[src/rtl/pulse_stretch_pkg.sv]
// ----------------------------------------------------------------------------
// pulse_stretch_pkg
//
// Shared definitions for the pulse stretcher:
//   state_t         - FSM state encoding (IDLE, ON, GAP)
//   cycles_from_ms  - converts a clock frequency in Hz and a duration in ms
//                     into a clock-cycle count
//   MIN_PULSE_CYCLES- smallest usable on/gap length in cycles
// ----------------------------------------------------------------------------
package pulse_stretch_pkg;

    typedef enum logic [1:0] {
        IDLE = 2'd0,
        ON   = 2'd1,
        GAP  = 2'd2
    } state_t;

    // The FSM needs at least one "not last" counter value per phase.
    localparam int unsigned MIN_PULSE_CYCLES = 2;

    // Divide first so large clock frequencies do not overflow 32 bits.
    function automatic int unsigned cycles_from_ms(input int unsigned clk_freq,
                                                   input int unsigned ms);
        return (clk_freq / 1000) * ms;
    endfunction

endpackage

[src/rtl/pulse_stretch.sv]
// ----------------------------------------------------------------------------
// pulse_stretch
//
// Turns short event strobes into fixed-length pulses suitable for driving an
// LED or actuator. Each rising edge of strobe_in is one event. Every event
// produces a PULSE_CYCLES-long high pulse followed by a PULSE_CYCLES-long low
// gap. Events that arrive while a pulse or gap is in progress are queued (up
// to MAX_PENDING); further events are dropped and flagged in overflow.
//
// Ports:
//   clk       - single clock
//   rst       - asynchronous, active-high reset
//   strobe_in - event request, synchronous to clk
//   pulse_out - registered pulse drive, active high
//   busy      - high while a pulse/gap is running or events are queued
//   pending   - number of queued events not yet started
//   overflow  - sticky flag, set when an event is dropped
//   clr_ovf   - synchronous clear of overflow (a same-cycle set wins)
// ----------------------------------------------------------------------------
module pulse_stretch
    import pulse_stretch_pkg::*;
#(
    parameter int unsigned CLK_FREQ    = 50000000,
    parameter int unsigned PULSE_MS    = 10,
    parameter int unsigned MAX_PENDING = 15
) (
    input  logic                               clk,
    input  logic                               rst,
    input  logic                               strobe_in,
    input  logic                               clr_ovf,
    output logic                               pulse_out,
    output logic                               busy,
    output logic [$clog2(MAX_PENDING+1)-1:0]   pending,
    output logic                               overflow
);

    localparam int unsigned PULSE_CYCLES = cycles_from_ms(CLK_FREQ, PULSE_MS);

    // Guarded so declarations stay legal while the elaboration error fires.
    localparam int CNT_W  = (PULSE_CYCLES < MIN_PULSE_CYCLES) ? 1 : $clog2(PULSE_CYCLES);
    localparam int PEND_W = $clog2(MAX_PENDING + 1);

    localparam logic [CNT_W-1:0]  CNT_LAST     = CNT_W'(PULSE_CYCLES - 1);
    localparam logic [PEND_W:0]   PEND_MAX_EXT = (PEND_W + 1)'(MAX_PENDING);
    localparam logic [PEND_W-1:0] PEND_MAX     = PEND_W'(MAX_PENDING);

    if (PULSE_CYCLES < MIN_PULSE_CYCLES) begin : g_bad_pulse_cycles
        $error("pulse_stretch: PULSE_CYCLES = CLK_FREQ/1000*PULSE_MS must be at least 2");
    end

    if (MAX_PENDING < 1) begin : g_bad_max_pending
        $error("pulse_stretch: MAX_PENDING must be at least 1");
    end

    state_t            state;
    state_t            state_nxt;
    logic [CNT_W-1:0]  cnt;
    logic [CNT_W-1:0]  cnt_nxt;
    logic [PEND_W-1:0] pending_nxt;
    logic              overflow_nxt;
    logic              strobe_prev;

    logic              strobe_event;
    logic              cnt_last;
    logic              may_launch;
    logic              launch;
    logic [PEND_W:0]   want;
    logic [PEND_W:0]   remain;
    logic              drop;

    // Rising-edge detect: a strobe held high is a single event.
    assign strobe_event = strobe_in & ~strobe_prev;
    assign cnt_last     = (cnt == CNT_LAST);

    // Queue bookkeeping treats the current event as if it had already been
    // queued. A pulse may start from IDLE or on the final GAP cycle; starting
    // one removes an entry. If the result still does not fit, the new event
    // is the one that gets dropped. This makes "event and start in the same
    // cycle" leave pending unchanged, including at saturation.
    always_comb begin
        want       = {1'b0, pending} + {{PEND_W{1'b0}}, strobe_event};
        may_launch = (state == IDLE) || ((state == GAP) && cnt_last);
        launch     = may_launch && (want != '0);
        remain     = want - {{PEND_W{1'b0}}, launch};
        drop       = 1'b0;
        pending_nxt = remain[PEND_W-1:0];
        if (remain > PEND_MAX_EXT) begin
            drop        = 1'b1;
            pending_nxt = PEND_MAX;
        end
    end

    // Next-state logic. The counter restarts on every state change, so it
    // never runs past CNT_LAST; in IDLE it simply stays at zero.
    always_comb begin
        state_nxt = state;
        unique case (state)
            IDLE: begin
                if (launch) begin
                    state_nxt = ON;
                end
            end
            ON: begin
                if (cnt_last) begin
                    state_nxt = GAP;
                end
            end
            GAP: begin
                if (cnt_last) begin
                    state_nxt = launch ? ON : IDLE;
                end
            end
            default: begin
                state_nxt = IDLE;
            end
        endcase

        if ((state_nxt != state) || (state == IDLE)) begin
            cnt_nxt = '0;
        end else begin
            cnt_nxt = cnt + CNT_W'(1);
        end
    end

    // A drop in the same cycle as clr_ovf keeps the flag set.
    always_comb begin
        overflow_nxt = overflow;
        if (drop) begin
            overflow_nxt = 1'b1;
        end else if (clr_ovf) begin
            overflow_nxt = 1'b0;
        end
    end

    // pulse_out is registered from the next state so it is glitch-free and
    // rises on the same edge the FSM enters ON.
    always_ff @(posedge clk or posedge rst) begin
        if (rst) begin
            state       <= IDLE;
            cnt         <= '0;
            pending     <= '0;
            overflow    <= 1'b0;
            strobe_prev <= 1'b0;
            pulse_out   <= 1'b0;
        end else begin
            state       <= state_nxt;
            cnt         <= cnt_nxt;
            pending     <= pending_nxt;
            overflow    <= overflow_nxt;
            strobe_prev <= strobe_in;
            pulse_out   <= (state_nxt == ON);
        end
    end

    assign busy = (state != IDLE) || (pending != '0);

endmodule

[config.mk]
export PLATFORM = sky130hd
export DESIGN_NAME = pulse_stretch
export DESIGN_NICKNAME = d
export VERILOG_FILES = /design/src/rtl/pulse_stretch_pkg.sv /design/src/rtl/pulse_stretch.sv
export SDC_FILE = /design/constraint.sdc
export NUM_CORES = 1
export LEC_CHECK = 0
export ABC_AREA = 0
export BUFFER_PORTS_ARGS = -buffer_cell sky130_fd_sc_hd__buf_2
export CORE_MARGIN = 2
export CORE_UTILIZATION = 55
export DETAILED_ROUTE_END_ITERATION = 6
export PLACE_DENSITY = 0.74
export RECOVER_POWER = 100
export SLEW_MARGIN = 10
export SYNTH_ARGS = -nofsm -noshare
export SYNTH_HDL_FRONTEND = slang
export SYNTH_SLANG_ARGS = --single-unit
export TNS_END_PERCENT = 1
[constraint.sdc]
create_clock -name clk -period 5.55 [get_ports clk]
set_input_delay 1.11 -clock clk [delete_from_list [all_inputs] [get_ports clk]]
set_output_delay 1.11 -clock clk [all_outputs]
set_load 0.02 [all_outputs]
==> impl_metrics.yaml <==
status:
  run_status: "complete, but fails checks"
  violations: "max-capacitance violations, max-slew violations"
synth:
  synth_nets: 167
  avgSynthCellArea_sq_um: 9.65
  synth_seq_cells: 28
  synthTopCellsByArea: "dfrtp_1, xnor2_1, nor2_1"
  synth-warning-count: 0
  syn_inst: 158
  syn_area_sq_um: 1530
  synth_top_area_cell: "dfrtp_1"
  yosysSeqAreaShare_pct: 45.9
  synth_top_area_share_pct: 45.9
  ys_types: 37
floorplan:
  die_x_microns: 56.7
  num_io_pins: 11
  coreArea_sq_um: 2690
  die_area_sq_um: 3210
  start_util_pct: 56.8
  fp.dieH_microns: 56.7
  num_rows: 19
finish:
  final_core_util_pct: 59.4
  antenna_cells: 0
  layout_commonest_cell: "dfrtp_1"
  fin_nets: 179
  drive_gt1_share_pct: 6.51
  fin_cells: 200
  final_cell_mix: "dfrtp_1, nor2_1, xnor2_1"
  area_growth_syn_to_layout_pct: 4.68
  design_area_sq_um: 1600
clocking:
  clk_path_buf_depth: 2
  post-cts-setup-buffers: 0
  hold_buffers: 0
  clock_sinks: 28
  cts.clk_slew.worst_paths_ns: 0.14
  htreeDepth: 1
  clock_latency_ns: 0.34
  cts_tree: "done"
  cts-buffers-inserted: 3
  ctsResizeCount: 0
  cts-root-buf: "clkbuf_4"
grt:
  antenna_found_initial: 0
  grt-ovfl-total: 0
  grt_usage_pct: 19.9
  grt_pass1_vias: 1214
  grt_max_degree: 29
  grt_pass1_wl_mm: 5.07
run:
  maxCapViolCount: 1
placement:
  place_congestion: 0.847
  placed_area_sq_um: 1600
  dpl.cell_count: 196
  dp_slack_ns: 1.78
  dp_hpwl_mm: 2.10
  port_buffers: 10
worst_setup_path:
  startpoint_type: "input pin"
  crit_top_cell: "ha_1"
  worstPathRequired_ns: 5.77
  worstSetupPathType: "input pin to register"
  path_cells: "buf_2 > nor2b_1 > ha_1 > ha_1 > or3_1 > o21ai_0 > nor2_1 > ha_1 > ha_1 > nor2_1 > a31oi_1 > a32oi_1 > o21ai_0"
  end_kind: "register"
  cp_max_fo: 6
  cpPeakStageDelay_ns: 0.40
  cp.buffers_inverters: 1
  crit_arrival_ns: 3.58
  crit_family: "adder cells"
  slowest_stage: "or3_1"
power:
  power_density_nw_per_um2: 362
  p_total_uw: 578
  leakagePower_nw: 0.641
  ir_worst_vdd_mv: 0.250
timing:
  finalSetupTns_ns: 0
  clock_skew_ns: 0.00561
  period_needed_ns: 3.36
  slew_violations: 18
  max_freq_mhz: 298
  post-route-period-util_pct: 60.6
  timing.hold.ws_ns: 0.513
  final-hold-violation-count: 0
  slew_headroom_pct: -29.0
  setup_viol: 0
  final.setup.worst_slack_ns: 2.19
  worst_slew_pin_slew_ns: 1.92
  rsz0062_at_grt: "false"
routing:
  drc: 0
  routed_wl_mm: 2.87
  first_iter_violations: 28
  vias_per_cell: 6.02
  ant_nets: 0
  num_vias: 1204
  wl_per_cell_microns: 14.4
  first_pass_iters: 4
worst_hold_path:
  hp-class: "register to register"
[state kept, by name, summed over array words and instances (netlist names)]
signal	count
pulse_out	1
overflow	1
cnt	19
state	2
pending	4
strobe_prev	1
[cell families (layout without fill, tap and decap cells)]
| logic type | count (synthesis) | in the layout | synth area share [%] |
|---|---|---|---|
| adder cells (fa/ha/maj) | 5 | 5 | 4.10 |
| AND/OR/NAND/NOR | 77 | 77 | 28.3 |
| flip-flops | 28 | 28 | 45.9 |
| AO/OA/AOI/OAI | 17 | 17 | 7.71 |
| XOR/XNOR | 16 | 16 | 9.19 |
| buffers and inverters | 13 | 24 | 3.45 |
| multiplexers | 2 | 2 | 1.31 |
[cell type report]
type	count	area, sq um
inverter	10	37.5
clock buffer	4	36.3
multi-input combinational	117	742
timing repair buffer	10	41.3
fill	244	1090
sequential	28	701
tap	31	38.8
[path summary, 6_finish.rpt]
path	cells past startpoint	start	slack [ns]	endpoint
setup / recovery	13	strobe_in	2.19	overflow
hold / removal	1	cnt[0]	0.51	cnt[0]
setup reg to reg	5	cnt[0]	2.35	cnt[12]
hold reg to reg	1	cnt[0]	0.51	cnt[0]
max in group asynchronous	2	rst	3.94	cnt[1]
min in group asynchronous	2	rst	0.99	cnt[11]
[synth_stat cells]
cell / count
nand2_1: 9
o21ai_0: 4
nand2b_1: 3
or2_1: 1
a21oi_1: 4
or3_1: 3
xor2_1: 1
o32ai_1: 1
xnor2_1: 15
nor2_1: 25
a21oi_2: 1
and3_1: 1
o31ai_1: 1
nor2b_1: 2
o21a_1: 1
a31oi_1: 2
nor4_2: 1
or4_1: 1
nor3_1: 7
dfrtp_1: 28
nand3_1: 6
inv_1: 10
a32oi_1: 1
ha_1: 5
and2_1: 1
o21ai_4: 1
nand3_4: 2
nand4_2: 1
nor3b_1: 1
mux2i_1: 2
nor4_1: 7
nand4_1: 4
clkbuf_1: 2
o211ai_1: 1
nor4b_2: 1
nand4bb_1: 1
buf_4: 1
[report_power, final]
| group | leakage [nW] | internal (mW) | switching, mW |
|---|---|---|---|
| clock | 0.0210 | 0.0403 | 0.0608 |
| sequential | 0.356 | 0.244 | 0.0648 |
| combinational | 0.264 | 0.0696 | 0.0984 |
[per-layer routing]
metal	GRT usage, %	part of all wire [%]
met1	24.8	43
met2	34.6	50
met3	2.07	4.5
met4	9.18	2.3
met5	0	0
No activity file was read; power rests on OpenSTA's default activity.
